--- src/rtl/mul_sequencer.sv ---
// rtl/mul_sequencer.sv - iterative shift-add multiplier with pipeline stall/done handshake
module mul_sequencer #(
    parameter int DATA_W     = 64,
    parameter bit EARLY_EXIT = 1'b1
) (
    input  logic              clk,
    input  logic              arst,
    input  logic              start,
    input  logic [DATA_W-1:0] op_a,
    input  logic [DATA_W-1:0] op_b,
    input  logic              flush,
    output logic              stall,
    output logic              done,
    output logic [DATA_W-1:0] result
);

    localparam int CNT_W = $clog2(DATA_W);
    localparam logic [CNT_W-1:0] CNT_LAST = CNT_W'(DATA_W - 1);

    typedef enum logic [1:0] {
        S_IDLE,
        S_RUN,
        S_DONE
    } state_t;

    state_t            state_q, state_d;
    logic [DATA_W-1:0] a_q, a_d;
    logic [DATA_W-1:0] b_q, b_d;
    logic [DATA_W-1:0] acc_q, acc_d;
    logic [DATA_W-1:0] result_q, result_d;
    logic [CNT_W-1:0]  cnt_q, cnt_d;

    always_ff @(posedge clk or posedge arst) begin
        if (arst) begin
            state_q  <= S_IDLE;
            a_q      <= '0;
            b_q      <= '0;
            acc_q    <= '0;
            result_q <= '0;
            cnt_q    <= '0;
        end else begin
            state_q  <= state_d;
            a_q      <= a_d;
            b_q      <= b_d;
            acc_q    <= acc_d;
            result_q <= result_d;
            cnt_q    <= cnt_d;
        end
    end

    always_comb begin
        state_d  = state_q;
        a_d      = a_q;
        b_d      = b_q;
        acc_d    = acc_q;
        result_d = result_q;
        cnt_d    = cnt_q;
        stall    = 1'b0;
        done     = 1'b0;

        case (state_q)
            S_IDLE: begin
                if (start && !flush) begin
                    stall   = 1'b1;
                    a_d     = op_a;
                    b_d     = op_b;
                    acc_d   = '0;
                    cnt_d   = '0;
                    state_d = S_RUN;
                end
            end
            S_RUN: begin
                stall = 1'b1;
                if (flush) begin
                    state_d = S_IDLE;
                end else if (EARLY_EXIT && (b_q == '0)) begin
                    result_d = acc_q;
                    state_d  = S_DONE;
                end else begin
                    if (b_q[0]) begin
                        acc_d = acc_q + a_q;
                    end
                    a_d   = a_q << 1;
                    b_d   = b_q >> 1;
                    cnt_d = cnt_q + 1'b1;
                    // The last iteration's add must land in the result register too.
                    if (cnt_q == CNT_LAST) begin
                        result_d = acc_d;
                        state_d  = S_DONE;
                    end
                end
            end
            S_DONE: begin
                done    = 1'b1;
                state_d = S_IDLE;
            end
            default: begin
                state_d = S_IDLE;
            end
        endcase
    end

    assign result = result_q;

endmodule

--- config.mk ---
export PLATFORM = sky130hd
export DESIGN_NAME = mul_sequencer
export DESIGN_NICKNAME = d
export VERILOG_FILES = /design/src/rtl/mul_sequencer.sv
export SDC_FILE = /design/constraint.sdc
export NUM_CORES = 1
export LEC_CHECK = 0
export CORE_ASPECT_RATIO = 1.2
export CORE_MARGIN = 1.5
export CORE_UTILIZATION = 58
export CTS_BUF_LIST = sky130_fd_sc_hd__clkbuf_4
export CTS_CLUSTER_DIAMETER = 200
export DETAILED_ROUTE_END_ITERATION = 7
export PLACE_DENSITY = 0.84
export SLEW_MARGIN = 20
export SYNTH_ARGS = -nofsm -noshare
export SYNTH_HDL_FRONTEND = slang
export SYNTH_SLANG_ARGS = --single-unit
--- constraint.sdc ---
create_clock -name clk -period 10.01 [get_ports clk]
set_input_delay 2.002 -clock clk [delete_from_list [all_inputs] [get_ports clk]]
set_output_delay 2.002 -clock clk [all_outputs]
set_load 0.03 [all_outputs]
==> results of run 1 <==
[flip-flops by register name, indices dropped and copies added, names as in the netlist]
name and cells:
a_q 64, state_q 2, b_q 64, result 64, acc_q 64, cnt_q 6
[cells in the final DEF (no fill, tap or decap), types with 35 or more instances in the layout]
master,instances
sky130_fd_sc_hd__a222oi_1,126
sky130_fd_sc_hd__nand2_1,157
sky130_fd_sc_hd__xnor2_1,39
sky130_fd_sc_hd__mux2i_1,35
sky130_fd_sc_hd__o21ai_0,108
sky130_fd_sc_hd__dfrtp_1,263
sky130_fd_sc_hd__inv_1,146
sky130_fd_sc_hd__clkdlybuf4s50_1,197
sky130_fd_sc_hd__nor2_1,65
sky130_fd_sc_hd__a21o_1,38
sky130_fd_sc_hd__a21oi_1,116
sky130_fd_sc_hd__ha_1,64
sky130_fd_sc_hd__clkbuf_4,91
[cells by family after synthesis]
group                    count (synthesis)  synth area share
AND/OR/NAND/NOR                        354             0.112
flip-flops                             264             0.449
AO/OA/AOI/OAI                          515             0.254
adder cells (fa/ha/maj)                 65            0.0558
XOR/XNOR                                63            0.0375
buffers and inverters                  260            0.0680
multiplexers                            35            0.0238
[worst min path at each step]
stage | depth (start not counted) | from | end
finish | 2 | result[4]$_DFFE_PP0P_ | result[4]$_DFFE_PP0P_
global route | 2 | result[4]$_DFFE_PP0P_ | result[4]$_DFFE_PP0P_
CTS | 2 | result[4]$_DFFE_PP0P_ | result[4]$_DFFE_PP0P_
detailed placement | 2 | result[4]$_DFFE_PP0P_ | result[4]$_DFFE_PP0P_
global placement | 1 | result[54]$_DFFE_PP0P_ | result[54]$_DFFE_PP0P_
floorplan | 2 | acc_q[25]$_DFFE_PP0P_ | acc_q[25]$_DFFE_PP0P_
[layer usage]
| layer | vias to the layer above | part of all wire | global-route usage |
|---|---|---|---|
| li1 | 6139 | - | - |
| met4 | 0 | 0.036 | 0.141 |
| met3 | 111 | 0.075 | 0.0692 |
| met5 | - | 0 | 0 |
| met1 | 6419 | 0.40 | 0.371 |
| met2 | 534 | 0.49 | 0.514 |
[through the flow]
| stage | total power, mW | setup WS, ns |
|---|---|---|
| after global placement | 1.83 | 4.65 |
| final | 2.76 | 4.61 |
| after CTS | 2.78 | 4.61 |
| after floorplan | 1.67 | 0.739 |
| after detailed placement | 1.86 | 4.60 |
| after global routing | 2.91 | 4.56 |
[worst max-delay path: cells and delay by family]
| kind | cells | cell delay [ns] |
|---|---|---|
| simple gates | 1 | 0.10 |
| buf+inv | 3 | 1.25 |
| compound gates | 1 | 0.06 |
[power groups by stage]
stage | registers (mW) | logic (mW) | clock network, mW
final | 1.26 | 0.583 | 0.915
after floorplan | 1.24 | 0.424 | 0
after global routing | 1.27 | 0.643 | 0.994
after CTS | 1.26 | 0.581 | 0.936
after detailed placement | 1.28 | 0.577 | 0
after global placement | 1.27 | 0.559 | 0
[cell type report]
type / count / area (um2) / share of cell area
antenna: 1 / 2.50 / 0.000142
clock buffer: 91 / 683 / 0.0388
clock inverter: 21 / 138 / 0.00781
inverter: 149 / 567 / 0.0322
multi-input combinational: 1032 / 7130 / 0.405
sequential: 264 / 6610 / 0.375
tap: 325 / 407 / 0.0231
timing repair buffer: 212 / 2080 / 0.118
==> impl_metrics.py, run 1 <==
metrics = {
    "global_routing": {
        "grtUsageTotal": 0.305,
        "globalRouteOverflowTotal": 0,
        "grt_antenna_before_repair": 1,
        "wire_length_of_the_first_global_routing_pass_um": 64300,
        "grt_start_max_net_pins": 139,
        "first_global_vias": 13105,
    },
    "critical_path": {
        "maximum_fanout_along_the_worst_path": 4,
        "worst-r2r-cell-count": 11,
        "worst-endpoint-required_ns": 8.01,
        "endpoint_kind": "output pin",
        "worstReg2RegEnd": "a_q[17]$_DFFE_PP0P_",
        "cp_data_arrival_time_ns": 3.40,
        "reg2reg_from": "b_q[20]$_DFFE_PP0P_",
        "crit_path_start": "flush",
        "crit_top_cell": "sky130_fd_sc_hd__clkdlybuf4s50_1",
        "path_class": "in -> out",
        "endpoint": "stall",
        "timing.reg2reg.setup_slack_ns": 5.40,
        "crit_path_max_cell_delay_ns": 0.68,
        "critical_path.cell_chain": "clkdlybuf4s50_1 -> inv_1 -> a21oi_1 -> nor2_1 -> clkdlybuf4s50_1",
        "critical_path.startpoint_type": "input pin",
        "critical-path-slowest-cell": "sky130_fd_sc_hd__clkdlybuf4s50_1",
    },
    "floorplanning": {
        "core_area_um2": 24800,
        "io_pins": 198,
        "initial_utilization": 0.592,
        "fp.dieArea_um2": 26300,
        "die_height_um": 177,
        "die_x_um": 148,
        "floorplan.rows": 63,
    },
    "timing": {
        "final.setup_skew_ns": 0.0453,
        "final-max-slew-violation-count": 0,
        "grt_setup_unrepaired": "no",
        "report.final.setup_viol": 0,
        "worst_pin_slew_ns": 1.09,
        "timing.max_slew.rel_slack": 0.272,
        "worst_hold_slack_ns": 0.477,
        "final.setup.tns_ns": 0,
        "hold_violations": 0,
        "clock.fmax_ghz": 0.185,
        "finalCritPeriodShare": 0.540,
        "period_needed_ns": 5.40,
    },
    "placed_design": {
        "place.detailed.instances": 1982,
        "place.detailed.hpwl_um": 27200,
        "routabilityCongestion": 0.894,
        "io_buffer_count": 197,
        "postPlaceCellArea_um2": 16800,
    },
    "clock_network": {
        "worst_skew_pair.late_latency_ns": 0.69,
        "max-clock-path-buffers": 3,
        "numCtsBuffers": 67,
        "post_cts_setup_driven_buffer_insertion_count": 0,
        "root_buffer_cell": "sky130_fd_sc_hd__clkbuf_4",
        "cts.sink_count": 264,
        "postCtsResizedCells": 0,
        "cts_hold_bufs": 0,
        "tritoncts": "yes",
        "cts-htree-levels": 3,
        "post_cts_clock_slew_at_the_launch_and_capture_registers_of_the_worst_setup_and_hold_paths_ns": 0.06,
    },
    "route": {
        "detail_route.first_pass.iterations": 8,
        "detail_route.iter0.violations": 1188,
        "detail_route.drc_violations": 9,
        "route.antenna.remaining_nets": 0,
        "avgViaCountPerCell": 6.30,
        "routed_len_inst_um": 18.8,
        "wl_um": 39500,
        "routed-via-count": 13203,
    },
    "power": {
        "power-per-cell-area_nw_per_um2": 157,
        "leakage_nw": 8.60,
        "power.net_switching_mw": 0.874,
        "intPower_mw": 1.89,
        "power.share.clock": 0.331,
        "seq_power_share": 0.458,
        "pwr-share-comb": 0.211,
        "irDropWorstVdd_mv": 0.139,
        "p_sw_frac": 0.316,
    },
    "final_layout": {
        "growth_of_design_area_from_synthesis_to_finish_pct": 19.8,
        "stdcell_area_um2": 17600,
        "post_route_cells_drive_above_1_share": 0.0780,
        "n_fill_cell": 1938,
        "finish.utilization": 0.709,
        "num-nets-final": 1923,
        "finish.cell_count_without_fillers": 2095,
    },
    "logic_synthesis": {
        "synthDistinctLibCells": 72,
        "synth_sequential_area_ratio": 0.449,
        "syn-instance-count": 1556,
        "synth_seq_cells": 264,
        "syn_area_um2": 14700,
        "synth_commonest_cells": "sky130_fd_sc_hd__dfrtp_1, sky130_fd_sc_hd__nand2_1, sky130_fd_sc_hd__inv_1, sky130_fd_sc_hd__a222oi_1, sky130_fd_sc_hd__a21oi_1",
        "fraction_of_post_synthesis_cell_area_in_the_top_cell_type_by_area": 0.449,
        "synthesis.nets": 1753,
        "count_of_flip_flops_with_a_built_in_enable_after_synthesis": 0,
        "post-synth-top-area-cell": "sky130_fd_sc_hd__dfrtp_1",
        "dominantRegCellSynth": "sky130_fd_sc_hd__dfrtp_1",
        "synth_top_cells_by_area": "sky130_fd_sc_hd__dfrtp_1, sky130_fd_sc_hd__a222oi_1, sky130_fd_sc_hd__ha_1",
        "synth-async-reset-ratio": 1.00,
        "syn-mean-instance-area_um2": 9.45,
        "post-synth-top-count-cell": "sky130_fd_sc_hd__dfrtp_1",
        "yosysWarnings": 0,
    },
    "flow_run": {
        "maxCapViolations": 0,
    },
    "worst_hold_path": {
        "worstHoldPathType": "reg -> reg",
    },
    "status": {
        "failed_checks": "DRC",
        "status": "complete, but fails checks",
    },
}
Power figures use the tool's default switching activity.
==> run 2: changes to the inputs <==
- CORE_UTILIZATION: 58 -> 52
- PLACE_DENSITY: 0.84 -> 0.79
- clock period: 10.01 -> 4.95 ns (I/O delays scaled with it)
==> impl_metrics.py, run 2 (synthesis gave the netlist of run 1 again) <==
metrics = {
    "final_layout": {
        "growth_of_design_area_from_synthesis_to_finish_pct": 21.2,
        "post_route_cells_drive_above_1_share": 0.0863,
        "num-nets-final": 1930,
        "layout_commonest_cell": "sky130_fd_sc_hd__dfrtp_1",
        "n_fill_cell": 2307,
        "most-common-layout-cells": "sky130_fd_sc_hd__dfrtp_1, sky130_fd_sc_hd__clkdlybuf4s50_1, sky130_fd_sc_hd__nand2_1",
    },
    "critical_path": {
        "maximum_fanout_along_the_worst_path": 62,
        "endpoint_kind": "flop",
        "cp_data_arrival_time_ns": 4.25,
        "crit_path_max_cell_delay_ns": 0.75,
        "path_class": "reg -> reg",
        "critical-path-slowest-cell": "sky130_fd_sc_hd__nor4_1",
        "critical_path.startpoint_type": "flop",
        "critical_path.cell_chain": "nor4_1 -> nand4_1 -> nor4_1 -> buf_4 -> nor2_1 -> or2_4 -> inv_1 -> buf_4 -> nand3_1 -> a21boi_0 -> nor2_1 -> nand2_1",
        "worst-endpoint-required_ns": 5.61,
    },
    "route": {
        "detail_route.iter0.violations": 1242,
        "route.antenna.remaining_nets": 0,
        "wl_um": 39200,
        "routed_len_inst_um": 18.1,
        "routed-via-count": 13090,
        "detail_route.drc_violations": 9,
        "detail_route.first_pass.iterations": 8,
        "avgViaCountPerCell": 6.05,
    },
    "clock_network": {
        "worst_skew_pair.late_latency_ns": 0.75,
        "postCtsResizedCells": 0,
        "post_cts_clock_slew_at_the_launch_and_capture_registers_of_the_worst_setup_and_hold_paths_ns": 0.07,
        "cts.sink_count": 264,
        "cts-htree-levels": 3,
        "post_cts_setup_driven_buffer_insertion_count": 0,
        "tritoncts": "yes",
        "max-clock-path-buffers": 3,
        "cts_hold_bufs": 0,
        "root_buffer_cell": "sky130_fd_sc_hd__clkbuf_4",
        "numCtsBuffers": 70,
    },
    "power": {
        "leakage_nw": 8.67,
        "irDropWorstVdd_mv": 0.200,
        "design_power_total_mw": 5.66,
        "power-per-cell-area_nw_per_um2": 317,
    },
    "floorplanning": {
        "die_height_um": 187,
        "initial_utilization": 0.527,
        "fp.dieArea_um2": 29300,
        "floorplan.rows": 67,
        "die_x_um": 157,
        "io_pins": 198,
        "core_area_um2": 27900,
    },
    "timing": {
        "final.setup_skew_ns": 0.0815,
        "clock.fmax_ghz": 0.278,
        "grt_setup_unrepaired": "no",
        "worst_hold_slack_ns": 0.478,
        "hold_violations": 0,
        "worst_pin_slew_ns": 1.03,
        "period_needed_ns": 3.59,
        "timing.max_slew.rel_slack": 0.313,
        "final-max-slew-violation-count": 0,
        "finalCritPeriodShare": 0.726,
        "setup_slack_ns": 1.36,
        "report.final.setup_viol": 0,
        "final.setup.tns_ns": 0,
    },
    "status": {
        "failed_checks": "DRC",
        "status": "complete, but fails checks",
    },
    "global_routing": {
        "grtUsageTotal": 0.271,
        "first_global_vias": 13021,
        "globalRouteOverflowTotal": 0,
        "grt_start_max_net_pins": 133,
        "grt_antenna_before_repair": 2,
        "wire_length_of_the_first_global_routing_pass_um": 63800,
    },
    "worst_hold_path": {
        "worstHoldPathType": "reg -> reg",
    },
    "placed_design": {
        "place.detailed.hpwl_um": 27100,
        "routabilityCongestion": 0.896,
        "pre_cts_slack_ns": 1.29,
        "io_buffer_count": 197,
    },
    "flow_run": {
        "maxCapViolations": 0,
    },
}
[run 2: cell count changes in the layout (fill, tap and decap cells not counted)]
| cell | previous run | this run |
|---|---|---|
| sky130_fd_sc_hd__clkinvlp_4 | 1 | 4 |
| sky130_fd_sc_hd__inv_8 | 1 | 0 |
| sky130_fd_sc_hd__diode_2 | 1 | 2 |
| sky130_fd_sc_hd__clkinv_1 | 16 | 15 |
| sky130_fd_sc_hd__buf_12 | 0 | 4 |
| sky130_fd_sc_hd__clkinv_4 | 0 | 2 |
| sky130_fd_sc_hd__bufinv_16 | 2 | 1 |
| sky130_fd_sc_hd__clkbuf_4 | 91 | 100 |
[run 2: cell type report]
cell class / instances / area (um2) / share of cell area
inverters: 149 / 563 / 0.0316
clock inverters: 23 / 136 / 0.00765
flip-flops and latches: 264 / 6610 / 0.371
clock buffers: 100 / 751 / 0.0421
multi-input cells: 1032 / 7130 / 0.400
well taps: 379 / 474 / 0.0266
repair buffers: 216 / 2160 / 0.121
diodes: 2 / 5.00 / 0.000281
[run 2: layer usage]
layer | part of all wire | GRT usage | wire length (um)
met1 | 0.39 | 0.331 | 15400
met2 | 0.49 | 0.457 | 19300
met3 | 0.081 | 0.0621 | 3170
met4 | 0.033 | 0.114 | 1290
met5 | 0 | 0 | 0
[run 2: power by group]
group          internal [mW]  switching, mW
Sequential              2.36          0.193
Clock                  0.989          0.939
Combinational          0.510          0.669
[run 2: worst paths after layout]
kind	start	to	slack (ns)	depth (start not counted)
max reg2reg	b_q[47]$_DFFE_PP0P_	result[63]$_DFFE_PP0P_	1.36	12
max	b_q[47]$_DFFE_PP0P_	result[63]$_DFFE_PP0P_	1.36	12
min	a_q[2]$_DFFE_PP0P_	a_q[3]$_DFFE_PP0P_	0.48	2
min reg2reg	a_q[2]$_DFFE_PP0P_	a_q[3]$_DFFE_PP0P_	0.48	2
max in group asynchronous	arst	b_q[0]$_DFFE_PP0P_	3.08	3
min in group asynchronous	arst	a_q[10]$_DFFE_PP0P_	0.65	2
[run 2: metrics by stage]
stage	instance area, um2	std cells	util
floorplan	14700	1556	-
global placement	16900	2040	0.607
detailed placement	16900	2040	0.607
CTS	17800	2163	0.639
global route	17800	2165	0.639
finish	17800	2165	0.639
[run 2: critical path, delay by kind of cell (launching register included)]
| family | cells | cell delay (ns) |
|---|---|---|
| AO/OA/AOI/OAI | 1 | 0.24 |
| buffers and inverters | 3 | 0.76 |
| AND/OR/NAND/NOR | 8 | 2.12 |
| flip-flops | 1 | 0.41 |
